`src/rtl/vdp_sprite_pixel_buffer.sv`:
```
// Sprite pixel buffer: captures per-slot pattern rows from the sprite fetch stage and
// serialises them into one colour index per display pixel with fixed slot priority,
// transparency and a sticky collision flag. Read path is a 2-stage pipeline.
module vdp_sprite_pixel_buffer #(
  parameter int unsigned NUM_SPR = 8,
  parameter int unsigned ROWS    = 8
) (
  input  logic                    i_clk,
  input  logic                    i_rst_L,
  input  logic                    i_line_clr,
  input  logic                    i_wr_en,
  input  logic [2:0]              i_wr_slot,
  input  logic [2:0]              i_wr_row,
  input  logic [3:0][7:0]         i_wr_data,
  input  logic                    i_slot_commit,
  input  logic [NUM_SPR-1:0][7:0] i_hpos,
  input  logic [NUM_SPR-1:0][2:0] i_row_sel,
  input  logic                    i_pix_req,
  input  logic [7:0]              i_pix_x,
  input  logic                    i_stat_rd,
  output logic [NUM_SPR-1:0]      o_slot_loaded,
  output logic                    o_pix_valid,
  output logic [3:0]              o_pix_color,
  output logic [2:0]              o_pix_slot,
  output logic                    o_collision
);

  // Pattern storage: [slot][row] -> four bitplanes of one 8-pixel row
  logic [3:0][7:0] r_buf [NUM_SPR][ROWS];

  logic [NUM_SPR-1:0] r_slot_loaded;

  // Stage 1 registers
  logic               r_s1_vld;
  logic [NUM_SPR-1:0] r_s1_opaque;
  logic [3:0]         r_s1_col [NUM_SPR];

  // Stage 2 (output) registers
  logic       r_pix_valid;
  logic [3:0] r_pix_color;
  logic [2:0] r_pix_slot;
  logic       r_collision;

  // Stage 1 combinational decode
  logic [8:0]      w_diff   [NUM_SPR];
  logic [2:0]      w_idx    [NUM_SPR];
  logic [3:0][7:0] w_row    [NUM_SPR];
  logic [3:0]      w_col    [NUM_SPR];
  logic [NUM_SPR-1:0] w_opaque;

  // Stage 2 priority resolution
  logic       w_any;
  logic       w_multi;
  logic [3:0] w_win_col;
  logic [2:0] w_win_slot;

  // Pattern row write; buffer contents need no reset
  always_ff @(posedge i_clk) begin
    if (i_wr_en) begin
      r_buf[i_wr_slot][i_wr_row] <= i_wr_data;
    end
  end

  // Slot committed flags; line_clr overrides a same-cycle commit
  always_ff @(posedge i_clk) begin
    if (!i_rst_L) begin
      r_slot_loaded <= '0;
    end else if (i_line_clr) begin
      r_slot_loaded <= '0;
    end else if (i_slot_commit) begin
      r_slot_loaded[i_wr_slot] <= 1'b1;
    end
  end

  // Per-slot hit test and colour fetch; 9-bit difference so sprites do not wrap at x=255
  always_comb begin
    for (int i = 0; i < NUM_SPR; i++) begin
      w_diff[i]   = {1'b0, i_pix_x} - {1'b0, i_hpos[i]};
      w_idx[i]    = 3'd7 - w_diff[i][2:0];
      w_row[i]    = r_buf[i][i_row_sel[i]];
      w_col[i]    = {w_row[i][3][w_idx[i]], w_row[i][2][w_idx[i]],
                     w_row[i][1][w_idx[i]], w_row[i][0][w_idx[i]]};
      w_opaque[i] = r_slot_loaded[i] && !w_diff[i][8] && (w_diff[i][7:3] == 5'd0) &&
                    (w_col[i] != 4'd0);
    end
  end

  // Stage 1 control registers
  always_ff @(posedge i_clk) begin
    if (!i_rst_L) begin
      r_s1_vld    <= 1'b0;
      r_s1_opaque <= '0;
    end else begin
      r_s1_vld    <= i_pix_req;
      r_s1_opaque <= i_pix_req ? w_opaque : '0;
    end
  end

  // Stage 1 colour data registers
  always_ff @(posedge i_clk) begin
    for (int i = 0; i < NUM_SPR; i++) begin
      r_s1_col[i] <= w_col[i];
    end
  end

  // Lowest-index opaque slot wins; a second opaque slot flags an overlap
  always_comb begin
    w_any      = 1'b0;
    w_multi    = 1'b0;
    w_win_col  = 4'd0;
    w_win_slot = 3'd0;
    for (int i = 0; i < NUM_SPR; i++) begin
      if (r_s1_opaque[i]) begin
        if (w_any) begin
          w_multi = 1'b1;
        end else begin
          w_any      = 1'b1;
          w_win_col  = r_s1_col[i];
          w_win_slot = 3'(i);
        end
      end
    end
  end

  // Stage 2 output registers; collision set beats a same-cycle status read
  always_ff @(posedge i_clk) begin
    if (!i_rst_L) begin
      r_pix_valid <= 1'b0;
      r_pix_color <= 4'd0;
      r_pix_slot  <= 3'd0;
      r_collision <= 1'b0;
    end else begin
      r_pix_valid <= r_s1_vld && w_any;
      r_pix_color <= (r_s1_vld && w_any) ? w_win_col : 4'd0;
      r_pix_slot  <= (r_s1_vld && w_any) ? w_win_slot : 3'd0;
      if (r_s1_vld && w_multi) begin
        r_collision <= 1'b1;
      end else if (i_stat_rd) begin
        r_collision <= 1'b0;
      end
    end
  end

  assign o_slot_loaded = r_slot_loaded;
  assign o_pix_valid   = r_pix_valid;
  assign o_pix_color   = r_pix_color;
  assign o_pix_slot    = r_pix_slot;
  assign o_collision   = r_collision;

endmodule
```
`config.mk`:
```
export PLATFORM = sky130hd
export DESIGN_NAME = vdp_sprite_pixel_buffer
export DESIGN_NICKNAME = d
export VERILOG_FILES = /design/src/rtl/vdp_sprite_pixel_buffer.sv
export SDC_FILE = /design/constraint.sdc
export NUM_CORES = 2
export LEC_CHECK = 0
export BUFFER_PORTS_ARGS = -buffer_cell sky130_fd_sc_hd__buf_2
export CAP_MARGIN = 20
export CORE_MARGIN = 2
export CORE_UTILIZATION = 30
export CTS_BUF_LIST = sky130_fd_sc_hd__clkbuf_8
export DETAILED_ROUTE_END_ITERATION = 7
export PLACE_DENSITY_LB_ADDON = 0.08
export SLEW_MARGIN = 30
export SYNTH_ARGS = -nofsm -noshare
export SYNTH_HDL_FRONTEND = slang
export SYNTH_SLANG_ARGS = --single-unit
```
`constraint.sdc`:
```
create_clock -name i_clk -period 3.2 [get_ports i_clk]
set_input_delay 0.48 -clock i_clk [delete_from_list [all_inputs] [get_ports i_clk]]
set_output_delay 0.48 -clock i_clk [all_outputs]
set_load 0.01 [all_outputs]
```
* Word-level counts from Yosys, hierarchy flattened
Memory sizes are Yosys's and may differ from the RTL's. Index checks and enable logic that the tools add are counted.
Storage, ports and cells: flip-flop bits (word level) 26, bits in writable memories 2080, bits of input ports 141, output and inout port bits 17, logic and storage cells 259, memories 2
Cells by class: $add $sub $neg 16, magnitude comparators 20, muxes and demuxes 147, bitwise gates (word level) 11, reductions and logical operators 56
Memory list:
- r_buf | words 8, width 256, read ports 8, clocked after Yosys merged registers in 0, wr ports 1, line 29 | logic [3:0][7:0] r_buf [NUM_SPR][ROWS];
- r_s1_col | words 8, width 4, read ports 8, clocked after Yosys merged registers in 0, wr ports 8, line 36 | logic [3:0] r_s1_col [NUM_SPR];
Operators with widths (number):
- binary-select mux 32 bit (select 3 bit) | 8
- 2-to-1 mux 32 bit | 17
- 2-to-1 mux 256 bit | 1
- binary-select mux 1 bit (select 3 bit) | 32
- demux 32 bit (select 3 bit) | 1
- subtractor 8 x 8 -> 9 bit | 8
- 2-to-1 mux 1 bit | 60
- 2-to-1 mux 4 bit | 15
- logical NOT 5 bit | 8
- greater-or-equal comparator 4 bit, second input constant | 9
- < comparator 3 x 4 -> 1 bit, second input constant | 9
- 2-to-1 mux 3 bit | 12
- NOT 3 -> 4 bit | 9
- nonzero test 4 bit | 8
- logical AND 1 bit | 28
- subtractor 3 bit, first input constant | 8
- logical NOT 1 bit | 8
- OR 8 bit | 1
- < comparator 4 x 1 -> 1 bit, second input constant | 1
- AND reduction 2 bit | 2
- demux 1 bit (select 3 bit) | 1
- greater-or-equal comparator 3 x 1 -> 1 bit, second input constant | 1
- nonzero test 2 bit | 1
- OR reduction 2 bit | 1
- NOT 1 bit | 1

* Logic depth before layout (Yosys ltp)
depth in word-level cells 17, depth in mapped cells 11, depth with buffers taken out 10

* Least setup slack after synthesis
OpenSTA, ideal clock, no wires.
path kind in2reg, start in i_wr_slot[2], end mem r_buf[4][0] (netlist bit) (enable), setup time 421 ps, arrival time 2715 ps, required time 2779 ps, path slack 63 ps, stages 4, buffers on the path 2, cell sequence clkbuf_1 or3b_2 clkbuf_1 nor2_1
RTL lines:
- start: declaration | line 12 | input logic [2:0] i_wr_slot,
- end: declaration | line 29
No word-level cell before the write port.

==> summary.md <==
| Metric | Value |
|---|---|
| Post-synthesis sequential area ratio | `75.97%` |
| Reg2reg start | `r_buf[3][197]` |
| Clk buf depth | `4` |
| Fin crit share | `89.54%` |
| Core area | `273600 um2` |
| Clock-pin slew on the worst setup and hold paths | `60 ps` |
| Worst path most repeated cell | `mux4_2` |
| Multi-input logic area | `19010 um2` |
| Drt pass-1 iters | `7` |
| # IOs | `158` |
| Final-report max-slew violation count | `0` |
| Layout cells sized above 1 | `32.74%` |
| Mapped cell area | `82480 um2` |
| Worst-Margin Slew | `977.3 ps` |
| Crit start category | `register` |
| Post CTS Setup Buffer Count | `0` |
| Synth area leaders | `edfxtp_1, mux4_2, mux2i_1` |
| Starting Density | `30.14%` |
| Pin count of the biggest net entering global routing | `65` |
| Avg Synthesized Cell Area | `21.91 um2` |
| WL final | `247900 um` |
| Fill count | `25290` |
| Largest stage delay, worst path | `550 ps` |
| CP startpoint | `r_buf[3][197]` |
| Synth-to-Final Area Change | `19.48%` |
| Crit Path Max Fanout | `2` |
| CP max-delay cell | `dlygate4sd3_1` |
| Hold Worst Slack | `62.73 ps` |
| Pwr Density | `602.3 nW/um2` |
| Via density | `4.859` |
| First-pass GRT wire length | `346900 um` |
| Area leader, netlist | `edfxtp_1` |
| Initial antenna violation count | `27` |
| Cells after synthesis | `3765` |
| CP Class | `register to register` |
| Fin nets | `4680` |
| Final Hold Fails | `0` |
| MaxCap Viol Count | `0` |
| Clock sink count | `2106` |
| CTS tree | `built` |
| Worst vdd ir | `457.9 uV` |
| Hold WC Path Type | `primary input to register` |
| Post-DP Area | `90800 um2` |
| WP data arrival | `3830 ps` |
| Lkg Pwr | `32.21 nW` |
| CTS Buf Count | `392` |
| Dpl hpwl | `143000 um` |
| RSZ-0062 raised after global routing | `no` |
| Clk_skew | `54.25 ps` |
| Vias | `40710` |
| Total grt overflow | `0` |
| Chip width | `528.3 um` |
| Antenna Nets Post-Route | `0` |
| DR iter-0 viols | `2979` |
| Crit path max-delay family | `multiplexers` |
| WP data required | `4170 ps` |
| #FFs+latches synth | `2106` |
| Synth warnings | `0` |
| Net count after synthesis | `3978` |
| RD Place Congestion | `0.7727` |
| Max Clock Freq | `0.3490 GHz` |
| Cell variety after synth | `68` |
| Clock H-tree levels | `5` |
| Setup crit end kind | `register` |
| Die Area | `279100 um2` |
| WL per Instance | `29.59 um` |
| Number of enable flip-flop cells after synthesis | `2048` |
| Port Buf Inserts | `157` |
| Min-delay src | `i_hpos[51]` |
| Final setup violation count | `0` |
| Sequential Area | `62660 um2` |
| Max-slew headroom | `34.85%` |
| Most numerous cell in the Yosys netlist | `edfxtp_1` |
| Post-route cell area | `98550 um2` |
| Leading register cell type out of synthesis | `edfxtp_1` |
| Root buffer cell | `clkbuf_8` |
| Skew-Pair Late Insertion Delay | `1080 ps` |
| Site Rows | `192` |
| Synth top area share | `74.56%` |
| Vias in the first global route | `43460` |
| Critical-path cell list | `mux4_2 -> mux4_2 -> o22ai_1 -> a311oi_1 -> or2_1 -> o311a_1 -> dlygate4sd3_1` |
| Post-synth top cells | `edfxtp_1, mux4_2, mux2i_1` |
| Final Critical Period | `2865 ps` |
| Total track usage | `17.73%` |
| WP buf/inv | `1` |
| Chip height | `528.3 um` |
| Status | `finished, final reports clean` |
| Async SR Flop Fraction | `0%` |
| Drc violations | `0` |
-- path summary, 6_finish.rpt --
| path | endpoint | slack (ps) | cells past startpoint |
|---|---|---|---|
| setup / recovery | r_s1_opaque[3] | 330 | 7 |
| hold / removal | r_s1_opaque[6] | 60 | 5 |
| setup reg to reg | r_s1_opaque[3] | 330 | 7 |
| hold reg to reg | o_slot_loaded[5] | 540 | 2 |
-- worst register-to-register path, cell delays in order, from the launching register on --
cell           delay [ps]
edfxtp_1              370
mux4_2                480
mux4_2                530
o22ai_1               190
a311oi_1               90
or2_1                 250
o311a_1               280
dlygate4sd3_1         550
-- flip-flops by register name (all words and copies together) (netlist names) --
signal / count
o_pix_valid: 1
o_pix_slot: 3
o_pix_color: 4
o_collision: 1
r_s1_col: 32
r_s1_vld: 1
o_slot_loaded: 8
r_s1_opaque: 8
r_buf: 2048
-- cell families (layout without fill, tap and decap cells) --
group	count (synthesis)	in the layout	synth area share, %
other cells	0	30	0
fa+ha+maj	73	73	1.177
compound gates	284	284	2.444
mux	696	696	16.76
buf+inv	259	1253	1.563
xor+xnor	23	23	0.2442
simple gates	324	324	1.846
flops	2106	2106	75.97
-- per-stage QoR --
stage	util [%]	setup TNS [ps]	instances	setup slack, ps	power (mW)
after detailed placement	33.19	-263.4	7621	-80.58	35.79
after CTS	35.91	0	8333	314.3	60.39
after floorplan	-	0	3765	63.28	33.34
final	36.02	0	8378	334.7	59.36
after global placement	33.17	-186.2	7620	-116.6	35.78
after global routing	36.00	0	8357	220.2	61.79
-- power by group --
group	switching (mW)	internal [mW]	total, mW
combinational	2.63	1.78	4.42
clock	11.2	13.0	24.2
sequential	0.129	30.6	30.7
-- layer usage --
layer  up-vias  track usage (%)  part of all wire, %
li1      17440                -                    -
met1     21980            23.41                   43
met2       911            30.46                   51
met3       369            2.740                  3.7
met4         8            4.469                  2.2
met5         -                0                0.019
-- placed cells by master (no fill, tap or decap), types with 58 or more instances in the layout --
master	n
buf_2	126
clkbuf_8	417
ha_1	64
mux2i_1	133
buf_12	108
edfxtp_1	2048
mux4_2	546
buf_4	195
inv_1	203
clkinv_1	85
nor2_1	66
dfxtp_1	58
nor2_4	64
-- area by class of cell --
class | count | share of cell area [%]
diodes | 30 | 0.07618
clock buffers | 417 | 5.824
clock inverters | 269 | 1.474
inverters | 88 | 0.3352
multi-input cells | 1400 | 19.29
flip-flops and latches | 2106 | 63.58
well taps | 3589 | 4.557
repair buffers | 479 | 4.860
-- timing repair --
item,4_1_cts,5_1_grt
gates resized for setup,0,0
setup endpoints to repair,0,0
hold buffers,26,11
hold endpoints to repair,525,383
(Power assumes the default switching activity.)
